## config.mk

```make
export PLATFORM = sky130hd
export DESIGN_NAME = result_streamer
export DESIGN_NICKNAME = d
export VERILOG_FILES = /design/src/rtl/systolic_pkg.sv /design/src/rtl/result_slot.sv /design/src/rtl/result_streamer.sv
export SDC_FILE = /design/constraint.sdc
export NUM_CORES = 1
export LEC_CHECK = 0
export ABC_AREA = 1
export BUFFER_PORTS_ARGS = -buffer_cell sky130_fd_sc_hd__buf_2
export CORE_UTILIZATION = 40
export DETAILED_ROUTE_END_ITERATION = 10
export PLACE_DENSITY = 0.6
export SLEW_MARGIN = 20
export SYNTH_ARGS = -nofsm -noshare
export SYNTH_HDL_FRONTEND = slang
export SYNTH_SLANG_ARGS = --single-unit
```

## constraint.sdc

```tcl
create_clock -name i_clk -period 10.45 [get_ports i_clk]
set_clock_uncertainty 0.2 [all_clocks]
set_input_delay 1.045 -clock i_clk [delete_from_list [all_inputs] [get_ports i_clk]]
set_output_delay 1.045 -clock i_clk [all_outputs]
set_load 0.02 [all_outputs]
```

## src/rtl/systolic_pkg.sv

```systemverilog
// Shared constants and types for the systolic result path.
package systolic_pkg;
  localparam int DIM   = 4;
  localparam int WIDTH = 8;
  localparam int ELEMS = DIM * DIM;
  localparam int IDX_W = $clog2(DIM);

  typedef enum logic [1:0] {
    EMPTY = 2'd0,
    ONE   = 2'd1,
    FULL  = 2'd2
  } occ_e;
endpackage

```

## src/rtl/result_slot.sv

```systemverilog
// One DIM x DIM matrix buffer: whole-matrix load, single-element read mux.
module result_slot #(
  parameter int DIM   = 4,
  parameter int WIDTH = 8
) (
  input  logic                                  clk_i,
  input  logic                                  load_i,
  input  logic [DIM-1:0][DIM-1:0][WIDTH-1:0]    d_i,
  input  logic [$clog2(DIM)-1:0]                row_i,
  input  logic [$clog2(DIM)-1:0]                col_i,
  output logic [WIDTH-1:0]                      data_o
);

  logic [DIM-1:0][DIM-1:0][WIDTH-1:0] mem_q;

  // Contents carry no reset; the streamer masks the output while idle.
  for (genvar r = 0; r < DIM; r++) begin : g_row
    always_ff @(posedge clk_i) begin
      if (load_i) mem_q[r] <= d_i[r];
    end
  end

  assign data_o = mem_q[row_i][col_i];

endmodule

```

## src/rtl/result_streamer.sv

```systemverilog
// Ping-pong buffer that serialises finished result matrices row-major
// onto a valid/ready element stream.
module result_streamer #(
  parameter int DIM   = systolic_pkg::DIM,
  parameter int WIDTH = systolic_pkg::WIDTH
) (
  input  logic                                  i_clk,
  input  logic                                  i_srst,
  input  logic [DIM-1:0][DIM-1:0][WIDTH-1:0]    i_c,
  input  logic                                  i_validResult,
  output logic [WIDTH-1:0]                      o_data,
  output logic [$clog2(DIM)-1:0]                o_row,
  output logic [$clog2(DIM)-1:0]                o_col,
  output logic                                  o_last,
  output logic                                  o_valid,
  input  logic                                  i_ready,
  output logic                                  o_busy,
  output logic                                  o_overflow,
  input  logic                                  i_clearOverflow
);
  import systolic_pkg::*;

  localparam int IW = $clog2(DIM);
  localparam logic [IW-1:0] IDX_MAX = IW'(DIM - 1);

  occ_e            state_q, state_d;
  logic            wr_ptr_q, wr_ptr_d;
  logic            rd_ptr_q, rd_ptr_d;
  logic [IW-1:0]   row_q, row_d;
  logic [IW-1:0]   col_q, col_d;
  logic            ovf_q, ovf_d;

  logic                  valid, at_last, xfer, last_xfer, capture, drop;
  logic [1:0]            load;
  logic [1:0][WIDTH-1:0] slot_data;

  for (genvar g = 0; g < 2; g++) begin : g_slot
    result_slot #(.DIM(DIM), .WIDTH(WIDTH)) u_slot (
      .clk_i  (i_clk),
      .load_i (load[g]),
      .d_i    (i_c),
      .row_i  (row_q),
      .col_i  (col_q),
      .data_o (slot_data[g])
    );
  end

  // Outputs are forced idle while reset is held, even on its first cycle.
  assign valid     = (state_q != EMPTY) && !i_srst;
  assign at_last   = (row_q == IDX_MAX) && (col_q == IDX_MAX);
  assign xfer      = valid && i_ready;
  assign last_xfer = xfer && at_last;
  assign capture   = i_validResult && !i_srst && ((state_q != FULL) || last_xfer);
  assign drop      = i_validResult && !i_srst && (state_q == FULL) && !last_xfer;

  always_comb begin
    state_d  = state_q;
    wr_ptr_d = wr_ptr_q;
    rd_ptr_d = rd_ptr_q;
    row_d    = row_q;
    col_d    = col_q;
    ovf_d    = ovf_q;
    load     = '0;

    if (xfer) begin
      if (at_last) begin
        row_d    = '0;
        col_d    = '0;
        rd_ptr_d = ~rd_ptr_q;
      end else if (col_q == IDX_MAX) begin
        col_d = '0;
        row_d = row_q + 1'b1;
      end else begin
        col_d = col_q + 1'b1;
      end
    end

    // In FULL with a last transfer the write slot is the one being freed.
    if (capture) begin
      load[wr_ptr_q] = 1'b1;
      wr_ptr_d       = ~wr_ptr_q;
    end

    case (state_q)
      EMPTY: if (capture) state_d = ONE;
      ONE: begin
        if (capture && !last_xfer)      state_d = FULL;
        else if (last_xfer && !capture) state_d = EMPTY;
      end
      FULL:  if (last_xfer && !capture) state_d = ONE;
      default: state_d = EMPTY;
    endcase

    if (drop)                 ovf_d = 1'b1;
    else if (i_clearOverflow) ovf_d = 1'b0;
  end

  always_ff @(posedge i_clk) begin
    if (i_srst) begin
      state_q  <= EMPTY;
      wr_ptr_q <= 1'b0;
      rd_ptr_q <= 1'b0;
      row_q    <= '0;
      col_q    <= '0;
      ovf_q    <= 1'b0;
    end else begin
      state_q  <= state_d;
      wr_ptr_q <= wr_ptr_d;
      rd_ptr_q <= rd_ptr_d;
      row_q    <= row_d;
      col_q    <= col_d;
      ovf_q    <= ovf_d;
    end
  end

  assign o_valid    = valid;
  assign o_busy     = valid;
  assign o_data     = valid ? slot_data[rd_ptr_q] : '0;
  assign o_row      = valid ? row_q : '0;
  assign o_col      = valid ? col_q : '0;
  assign o_last     = valid && at_last;
  assign o_overflow = ovf_q;

endmodule

```

### Word-level counts from Yosys, hierarchy flattened

Cells that the tools add are included.

* bits of input ports: 133
* flip-flop bits (word level): 265
* output and inout port bits: 16
* bits in read-only memories: 0
* RAM bits: 0
* latch bits: 0
* logic and storage cells: 105
* memories kept: 0

* multiplexer cells: 27
* eq/ne operators: 8
* reduce and logical (&&, ||, !) cells: 23
* bitwise operators: 2
* $mul: 0
* $lt $le $gt $ge: 5
* shift-type cells: 0
* $add $sub $neg: 2
* divide/modulo/power cells: 0

Operators by type and width (number)
* $bmux W32 S2: 2
* $mux W32: 2
* $mux W8: 5
* $bmux W8 S2: 2
* $mux W2: 11
* $logic_and A1 B1 Y1: 12
* $eq A2 B2 Y1 const B: 3
* $lt A2 B3 Y1 const B: 2
* $pmux W2 S3: 1
* $reduce_bool A2 Y1: 3
* $add A2 B1 Y2 const B: 2
* $lt A1 B2 Y1 const B: 2
* $ne A2 B2 Y1 const B: 2
* $reduce_and A2 Y1: 2
* $logic_not A1 Y1: 3
* $mux W1: 3
* $ne A3 B3 Y1 const B: 1
* $reduce_and A3 Y1: 1
* $eq A2 B1 Y1 const B: 1
* $logic_not A2 Y1: 1
* $ne A2 B1 Y1 const B: 1
* $not A1 Y1: 2
* $demux W1 S1: 1
* $ge A1 B1 Y1 const B: 1
* $logic_or A1 B1 Y1: 1

### Logic depth before layout (Yosys ltp)

Gate-level depths: netlist (run 1).

* depth in word-level cells: 11
* depth in mapped cells: 11
* mapped depth without buffers: 9

### Hierarchy

Synthesis (run 1) repeated with hierarchy kept, for this count alone.

* cell total of the unflattened synthesis: 1147
* area, all modules: 11702.5 µm²

By module, submodules not included
* result_slot: cells each 516, sequential area each 3843.7 µm², times used 2, area an instance 5502.8 µm²
* result_streamer: cells each 115, sequential area each 180.2 µm², times used 1, area an instance 696.9 µm²

### Worst setup path after synthesis (run 1)

OpenSTA, ideal clock, no wires.

* kind: input -> register
* start: in i_srst
* end: reg g_slot[0].u_slot.mem_q[0] (netlist name) (enable)
* setup slack: 2.468 ns
* buffers on the path: 0
* cell stages on the path: 7
* data arrival time: 7.165 ns
* library setup time: 0.617 ns
* required time: 9.633 ns
* cells stage by stage: inv_2 > o21ai_2 > nor2_2 > nand2_1 > nand3_1 > nand2_1 > nor2_1

* cells in the longest elaborated chain, start to end: 7
* elaborated cells on any way between the ends: 8

Ends and longest elaborated chain
* start: declaration: RTL line result_streamer.sv:8 `input logic i_srst,`
* $logic_not A1 Y1 (*): RTL line result_streamer.sv:49, result_streamer.sv:53
* $logic_and A1 B1 Y1: RTL line result_streamer.sv:49 `assign valid = (state_q != EMPTY) && !i_srst;`
* $logic_and A1 B1 Y1: RTL line result_streamer.sv:51 `assign xfer = valid && i_ready;`
* $logic_and A1 B1 Y1: RTL line result_streamer.sv:52 `assign last_xfer = xfer && at_last;`
* $logic_or A1 B1 Y1: RTL line result_streamer.sv:53 `assign capture = i_validResult && !i_srst && ((state_q != FULL) || last_xfer);`
* $logic_and A1 B1 Y1 (*): RTL line result_streamer.sv:53
* $mux W2 (*): RTL line result_streamer.sv:79 `if (capture) begin`
* named net g_slot[0].u_slot.load_i: RTL line result_slot.sv:7 `input logic load_i,`
* end signal: indexed assignment: RTL line result_slot.sv:19 `if (load_i) mem_q[r] <= d_i[r];`
* end: declaration: RTL line result_slot.sv:14 `logic [DIM-1:0][DIM-1:0][WIDTH-1:0] mem_q;`

Mark *: on every way through the listed nets, which the timed path passes. The rest lies on a longest branch.
A chain may end at the register's enable or synchronous reset.

### Final worst setup path (run 1)

* start: reg row_q[0]
* end: out o_data[6]

* cells in the longest elaborated chain, start to end: 7
* elaborated cells on any way between the ends: 11

Ends and longest elaborated chain
* start: declaration: RTL line result_streamer.sv:29 `logic [IW-1:0] row_q, row_d;`
* start signal: assignment: RTL line result_streamer.sv:110 `row_q <= row_d;`
* $bmux W32 S2: RTL line result_slot.sv:23 `assign data_o = mem_q[row_i][col_i];`
* $mux W32 (not written as such): RTL line result_slot.sv:23
* $bmux W8 S2: RTL line result_slot.sv:23
* $mux W8 (not written as such): RTL line result_slot.sv:23
* $mux W8 (not written as such) (*) (2 in series): RTL line result_streamer.sv:118 `assign o_data = valid ? slot_data[rd_ptr_q] : '0;`
* $mux W8 (*): RTL line result_streamer.sv:118
* end: declaration: RTL line result_streamer.sv:11 `output logic [WIDTH-1:0] o_data,`

Every way passes the cells marked *; elsewhere a longest branch is shown, timed or not. The select of a mux whose other input is x is not followed.

==> results of run 1 <==
[power groups by stage]
stage	Sequential [mW]	Combinational, mW	Clock (mW)
detailed placement	1.24	0.117	0
CTS	1.22	0.117	0.853
global route	1.22	0.128	0.900
floorplan	1.24	0.0539	0
global placement	1.24	0.116	0
finish	1.22	0.116	0.837
[synth_stat cells]
master	count
a211oi_1	1
o22ai_1	1
nand3_1	175
clkinv_1	2
o21ai_0	25
ha_1	3
clkbuf_1	15
nor2_1	58
nor2_2	1
o31ai_1	1
a21oi_1	9
buf_1	5
buf_2	19
buf_6	10
o21ai_2	1
inv_2	4
buf_4	4
nand2_1	323
dfxtp_1	9
inv_1	8
edfxtp_1	256
nand4_1	1
[placed cells by master (no fill, tap or decap), types with 7 or more instances in the layout]
cell,synthesis,layout
nand2_1,323,323
nor2_1,58,56
clkbuf_16,0,27
clkinv_1,2,10
dfxtp_1,9,7
nand3_1,175,175
buf_4,4,10
a21oi_1,9,9
edfxtp_1,256,256
buf_2,19,148
inv_1,8,8
o21ai_0,25,25
[critical path, stage by stage (launching register included)]
cell,delay [ns]
dfxtp_4,0.69
clkinv_2,0.66
buf_4,0.61
nand2_1,0.17
nand3_1,0.10
nand3_1,0.12
nand2_1,0.14
nand2_1,0.10
nand2_1,0.06
nor2_1,0.11
nor2_1,0.08
buf_2,0.16
[layer usage]
layer	up-vias	routed length, µm	global-route usage, %
met1	3402	10900	24.7
met4	0	578	5.23
met5	-	0	0
met2	236	12400	31.1
li1	3505	-	-
met3	36	1520	2.72
[per-stage QoR]
stage,setup slack [ns],hold WS (ns)
after floorplan,2.47,0.247
after global placement,6.19,0.292
after detailed placement,6.15,0.284
after CTS,5.57,0.294
after global routing,5.39,0.316
final,5.60,0.305
[cell type report]
class | count | area, µm²
clock buffers | 33 | 698
clock inverters | 13 | 58.8
fillers | 2427 | 13800
inverters | 14 | 53.8
multi-input cells | 599 | 2570
flip-flops and latches | 265 | 7870
well taps | 335 | 419
repair buffers | 158 | 816
[how the worst max path moves through the flow]
stage	start	to	cells after the start
floorplan	i_srst	g_slot[0].u_slot.mem_q[0]$_DFFE_PP_	7
global placement	row_q[0]$_SDFFE_PP0P_	o_data[7]	11
detailed placement	row_q[0]$_SDFFE_PP0P_	o_data[3]	11
CTS	row_q[0]$_SDFFE_PP0P_	o_data[3]	11
global route	row_q[0]$_SDFFE_PP0P_	o_data[3]	11
finish	row_q[0]$_SDFFE_PP0P_	o_data[6]	11
[logic make-up (layout without fill, tap and decap cells)]
kind of cell,Yosys count,in the layout,synth area share (%)
AOI/OAI and AO/OA,38,38,1.86
adders and majority gates,3,3,0.348
buffers and inverters,67,218,3.39
DFF,265,265,72.9
and+or+nand+nor,558,558,21.5
[state kept, by name, summed over array words and instances, names as in the netlist]
signal	flops
col_q	2
g_slot.u_slot.mem_q	256
o_overflow	1
rd_ptr_q	1
row_q	2
state_q	2
wr_ptr_q	1
==> flow_metrics.py, run 1 <==
metrics = {
    "layout": {
        "syn_to_final_growth_pct": 15.8,
        "layout-drive-gt1-share_pct": 18.5,
        "final_area_um2": 12500,
        "utilization_pct": 47.5,
        "layout.nets": 1201,
        "antenna_cells": 0,
        "stdcell_count": 1417,
    },
    "logic_synthesis": {
        "syn-num-nets": 1067,
        "yosysSeqAreaShare_pct": 72.9,
        "yosysWarningCount": 0,
        "syn_inst": 931,
        "synth.distinct_cells": 22,
        "synth_top_area_cell": "edfxtp_1",
        "yosys-top-cells-area": "edfxtp_1 (71%), nand2_1 (11%), nand3_1 (8.1%)",
        "syn_avg_cell_area_um2": 11.6,
        "ys_ff_latch": 265,
        "syn_area_um2": 10800,
        "synth_top_cell_area_share_pct": 71.3,
    },
    "min_path": {
        "hold_depth": 2,
        "holdPathEnd": "o_overflow$_SDFFE_PP0P_",
        "worstHoldStart": "o_overflow$_SDFFE_PP0P_",
        "min_path_type": "reg2reg",
    },
    "detailed_routing": {
        "wl_per_cell_um": 17.9,
        "via_count": 7179,
        "drc_errors": 10,
        "drt-pass1-iter-count": 8,
        "dr.first_iter.drc_count": 510,
        "avgViaCountPerCell": 5.07,
        "drt-total-wl_um": 25400,
        "ant_nets": 0,
    },
    "sta": {
        "slew_headroom_pct": 37.0,
        "tns_ns": 0,
        "min_period_over_period_pct": 46.5,
        "rsz0062_at_grt": "no",
        "period_minus_slack_ns": 4.85,
        "setup-violations-final": 0,
        "tightest_slew_ns": 0.945,
        "fmax_ghz": 0.206,
        "hold_viol_final": 0,
        "drv_slew": 0,
    },
    "clock_tree": {
        "clk_path_buf_depth": 3,
        "tritoncts": "done",
        "cts_sinks": 265,
        "worstSkewPairLatency_ns": 0.53,
        "clk_pin_slew_ns": 0.06,
        "numCtsBuffers": 27,
        "cts_root_buf": "clkbuf_16",
        "h-tree-depth": 1,
        "ctsResizeCount": 0,
        "postCtsSetupRepairBufs": 0,
        "cts_hold_buf": 0,
    },
    "flow_run": {
        "cap_violations": 0,
    },
    "global_routing": {
        "antenna_found_initial": 0,
        "overflow": 0,
        "grt_pass1_vias": 7001,
        "grt_pass1_wl_um": 38800,
        "grt_max_degree": 89,
        "grt_usage_pct": 18.4,
    },
    "outcome": {
        "violations": "DRC",
        "status": "complete, but fails checks",
    },
    "worst_setup_path": {
        "arrival_ns": 3.61,
        "critPathKind": "reg2out",
        "r2r_setup_slack_ns": 6.46,
        "required_ns": 9.21,
        "cp-end-kind": "primary output",
        "worst-path-max-fanout": 88,
        "startpoint_type": "flop",
        "r2r-start": "col_q[1]$_SDFFE_PP0N_",
        "worstReg2RegEnd": "g_slot[0].u_slot.mem_q[1]$_DFFE_PP_",
        "reg2regPathDepth": 9,
    },
    "power_and_ir_drop": {
        "pwr-share-comb_pct": 5.3,
        "powerDensity_nw_per_um2": 174,
        "switchingPower_mw": 0.456,
        "vdd_drop_max_mv": 0.0986,
        "p_seq_share_pct": 56.0,
        "finalPower_mw": 2.17,
        "pwr-share-clk_pct": 38.6,
        "intPower_mw": 1.71,
        "leakage_nw": 4.80,
        "p_sw_share_pct": 21.0,
    },
    "floorplanning": {
        "dieHeight_um": 166,
        "rows": 59,
        "core_um2": 26300,
        "initial_core_util_pct": 41.1,
        "die_w_um": 166,
        "die_area_um2": 27600,
        "io_pins": 149,
    },
    "placed_design": {
        "placed_area_um2": 11700,
        "place_congestion": 0.797,
        "dp_cells": 1371,
        "place_hpwl_um": 16300,
        "portBuffers": 148,
    },
}
Power figures use the tool's default switching activity.
==> run 2, diff against run 1 <==
==> constraint.sdc (replaced) <==
create_clock -name i_clk -period 4.6 [get_ports i_clk]
set_clock_uncertainty 0.2 [all_clocks]
set_input_delay 0.46 -clock i_clk [delete_from_list [all_inputs] [get_ports i_clk]]
set_output_delay 0.46 -clock i_clk [all_outputs]
set_load 0.02 [all_outputs]
==> run 2 against run 1 <==
  * Critical path type unchanged
  * Sequential cell count unchanged
  * Global-route usage is 1.4 points higher
  * Hold slack worse by 0.25 ns
  * The flow still finishes with violations (DRC)
  * Critical path depth stayed put
  * Cell count rose by 9.7%
  * Highest routed layer unchanged
==> flow_metrics.py, run 2 (synthesized netlist as in run 1, its figures left out) <==
metrics = {
    "sta": {
        "setup-violations-final": 0,
        "slew_headroom_pct": 38.9,
        "hold_viol_final": 0,
        "whs_ns": 0.0519,
        "drv_slew": 0,
        "period_minus_slack_ns": 3.92,
        "min_period_over_period_pct": 85.2,
        "tightest_slew_ns": 0.917,
        "fmax_ghz": 0.255,
        "rsz0062_at_grt": "no",
        "final.setup.worst_slack_ns": 0.683,
    },
    "detailed_routing": {
        "wl_per_cell_um": 17.5,
        "drt-total-wl_um": 27100,
        "dr.first_iter.drc_count": 601,
        "drc_errors": 10,
        "via_count": 7705,
        "drt-pass1-iter-count": 8,
        "avgViaCountPerCell": 4.96,
        "ant_nets": 0,
    },
    "worst_setup_path": {
        "r2r-start": "col_q[1]$_SDFFE_PP0N_",
        "critPathKind": "reg2out",
        "startpoint": "row_q[0]$_SDFFE_PP0P_",
        "max_stage_delay_ns": 0.68,
        "cp-endpoint": "o_data[3]",
        "r2r_setup_slack_ns": 1.33,
        "startpoint_type": "flop",
        "path_common_cell": "nand2_1",
        "reg2regPathDepth": 8,
        "cp-end-kind": "primary output",
        "required_ns": 3.94,
        "crit_path_cell_trace": "clkinv_2 > buf_12 > nand2_1 > nand3_1 > nand3_1 > nand2_1 > nand2_1 > nand2_1 > nor2_1 > nor2_1 > buf_2",
        "worstReg2RegEnd": "g_slot[1].u_slot.mem_q[17]$_DFFE_PP_",
        "crit_slowest_cell": "dfxtp_4",
        "worst-path-max-fanout": 60,
        "arrival_ns": 3.26,
    },
    "global_routing": {
        "grt_pass1_vias": 7711,
        "grt_usage_pct": 19.7,
        "antenna_found_initial": 0,
        "grt_max_degree": 83,
        "grt_pass1_wl_um": 42000,
        "overflow": 0,
    },
    "clock_tree": {
        "clk_pin_slew_ns": 0.06,
        "cts_sinks": 265,
        "tritoncts": "done",
        "numCtsBuffers": 28,
        "worstSkewPairLatency_ns": 0.54,
        "cts_root_buf": "clkbuf_16",
        "h-tree-depth": 1,
        "ctsResizeCount": 0,
        "clk_path_buf_depth": 3,
    },
    "outcome": {
        "violations": "DRC",
        "status": "complete, but fails checks",
    },
    "power_and_ir_drop": {
        "powerDensity_nw_per_um2": 388,
        "vdd_drop_max_mv": 0.298,
        "leakage_nw": 5.47,
    },
    "floorplanning": {
        "dieHeight_um": 166,
        "core_um2": 26300,
        "rows": 59,
        "die_area_um2": 27600,
        "initial_core_util_pct": 41.1,
        "io_pins": 149,
        "die_w_um": 166,
    },
    "layout": {
        "layout-drive-gt1-share_pct": 17.4,
        "largest_register_ffs": 256,
        "stdcell_count": 1554,
        "nFillCells": 2302,
        "syn_to_final_growth_pct": 30.2,
        "antenna_cells": 0,
        "most-common-layout-cells": "nand2_1 (323), edfxtp_1 (256), nand3_1 (175)",
        "top_register": "g_slot.u_slot.mem_q",
        "layout_commonest_cell": "nand2_1",
        "layout.nets": 1334,
    },
    "placed_design": {
        "portBuffers": 148,
        "dp_slack_ns": 1.20,
        "dp_cells": 1373,
        "place_congestion": 0.826,
        "place_hpwl_um": 17000,
    },
    "min_path": {
        "min_path_type": "in2reg",
    },
    "flow_run": {
        "cap_violations": 0,
    },
}
## run 2: cell types whose count changed in the layout (fill, tap and decap cells not counted), moves of 3 or more
cell / delta
clkbuf_1: -3
dlygate4sd3_1: +130
bufinv_16: +6
clkinv_2: +3
## run 2: layout make-up
cell class              instances  area (µm²)  area share, %
clock buffers                  32         737           5.25
clock inverters                19         238           1.69
inverters                      14        53.8          0.383
multi-input cells             599        2570           18.3
flip-flops and latches        265        7870           56.0
repair buffers                290        2160           15.4
well taps                     335         419           2.98
## run 2: critical path: cells and delay by family, from the launching register on
family / cells / cell delay (ns)
flops: 1 / 0.68
buf+inv: 3 / 1.23
simple gates: 8 / 0.77
## run 2: repair_timing
action	CTS	global route
endpoints found under the hold margin	259	0
hold buffers	130	0
buffers inserted	0	0
## run 2: per-layer routing
metal / global-route usage (%) / share of wire, % / vias to the layer above / wire length, µm
met5: 0 / 0 / - / 0
met4: 5.07 / 2.3 / 0 / 614
met3: 3.10 / 5.1 / 43 / 1390
met2: 34.0 / 49 / 231 / 13400
met1: 26.1 / 43 / 3660 / 11700
li1: - / - / 3771 / -
## run 2: power breakdown
group	total [mW]	switching (mW)	internal [mW]	leakage [nW]
clock	2.35	0.871	1.47	0.482
combinational	0.346	0.188	0.158	2.56
sequential	2.77	0.0262	2.74	2.42
total	5.46	1.09	4.37	5.47
## run 2: stage by stage
step	setup TNS, ns	area (µm²)	power [mW]	utilization (%)
after global placement	0	11800	3.08	44.8
after detailed placement	0	11800	3.08	44.8
after global routing	0	14000	5.63	53.5
after CTS	0	14000	5.50	53.5
final	0	14000	5.46	53.5
after floorplan	-167.20	10800	2.94	-
## run 2: worst min-delay path by stage
stage                                        from                      end  slack (ns)  cells after the start
after floorplan             wr_ptr_q$_SDFFE_PP0P_    wr_ptr_q$_SDFFE_PP0P_        0.26                      2
after global routing                i_validResult  state_q[1]$_SDFFE_PP0P_        0.05                      3
final                               i_validResult  state_q[1]$_SDFFE_PP0P_        0.05                      3
after detailed placement  o_overflow$_SDFFE_PP0P_  o_overflow$_SDFFE_PP0P_        0.27                      2
after global placement    o_overflow$_SDFFE_PP0P_  o_overflow$_SDFFE_PP0P_        0.28                      2
after CTS                           i_validResult  state_q[1]$_SDFFE_PP0P_        0.02                      3
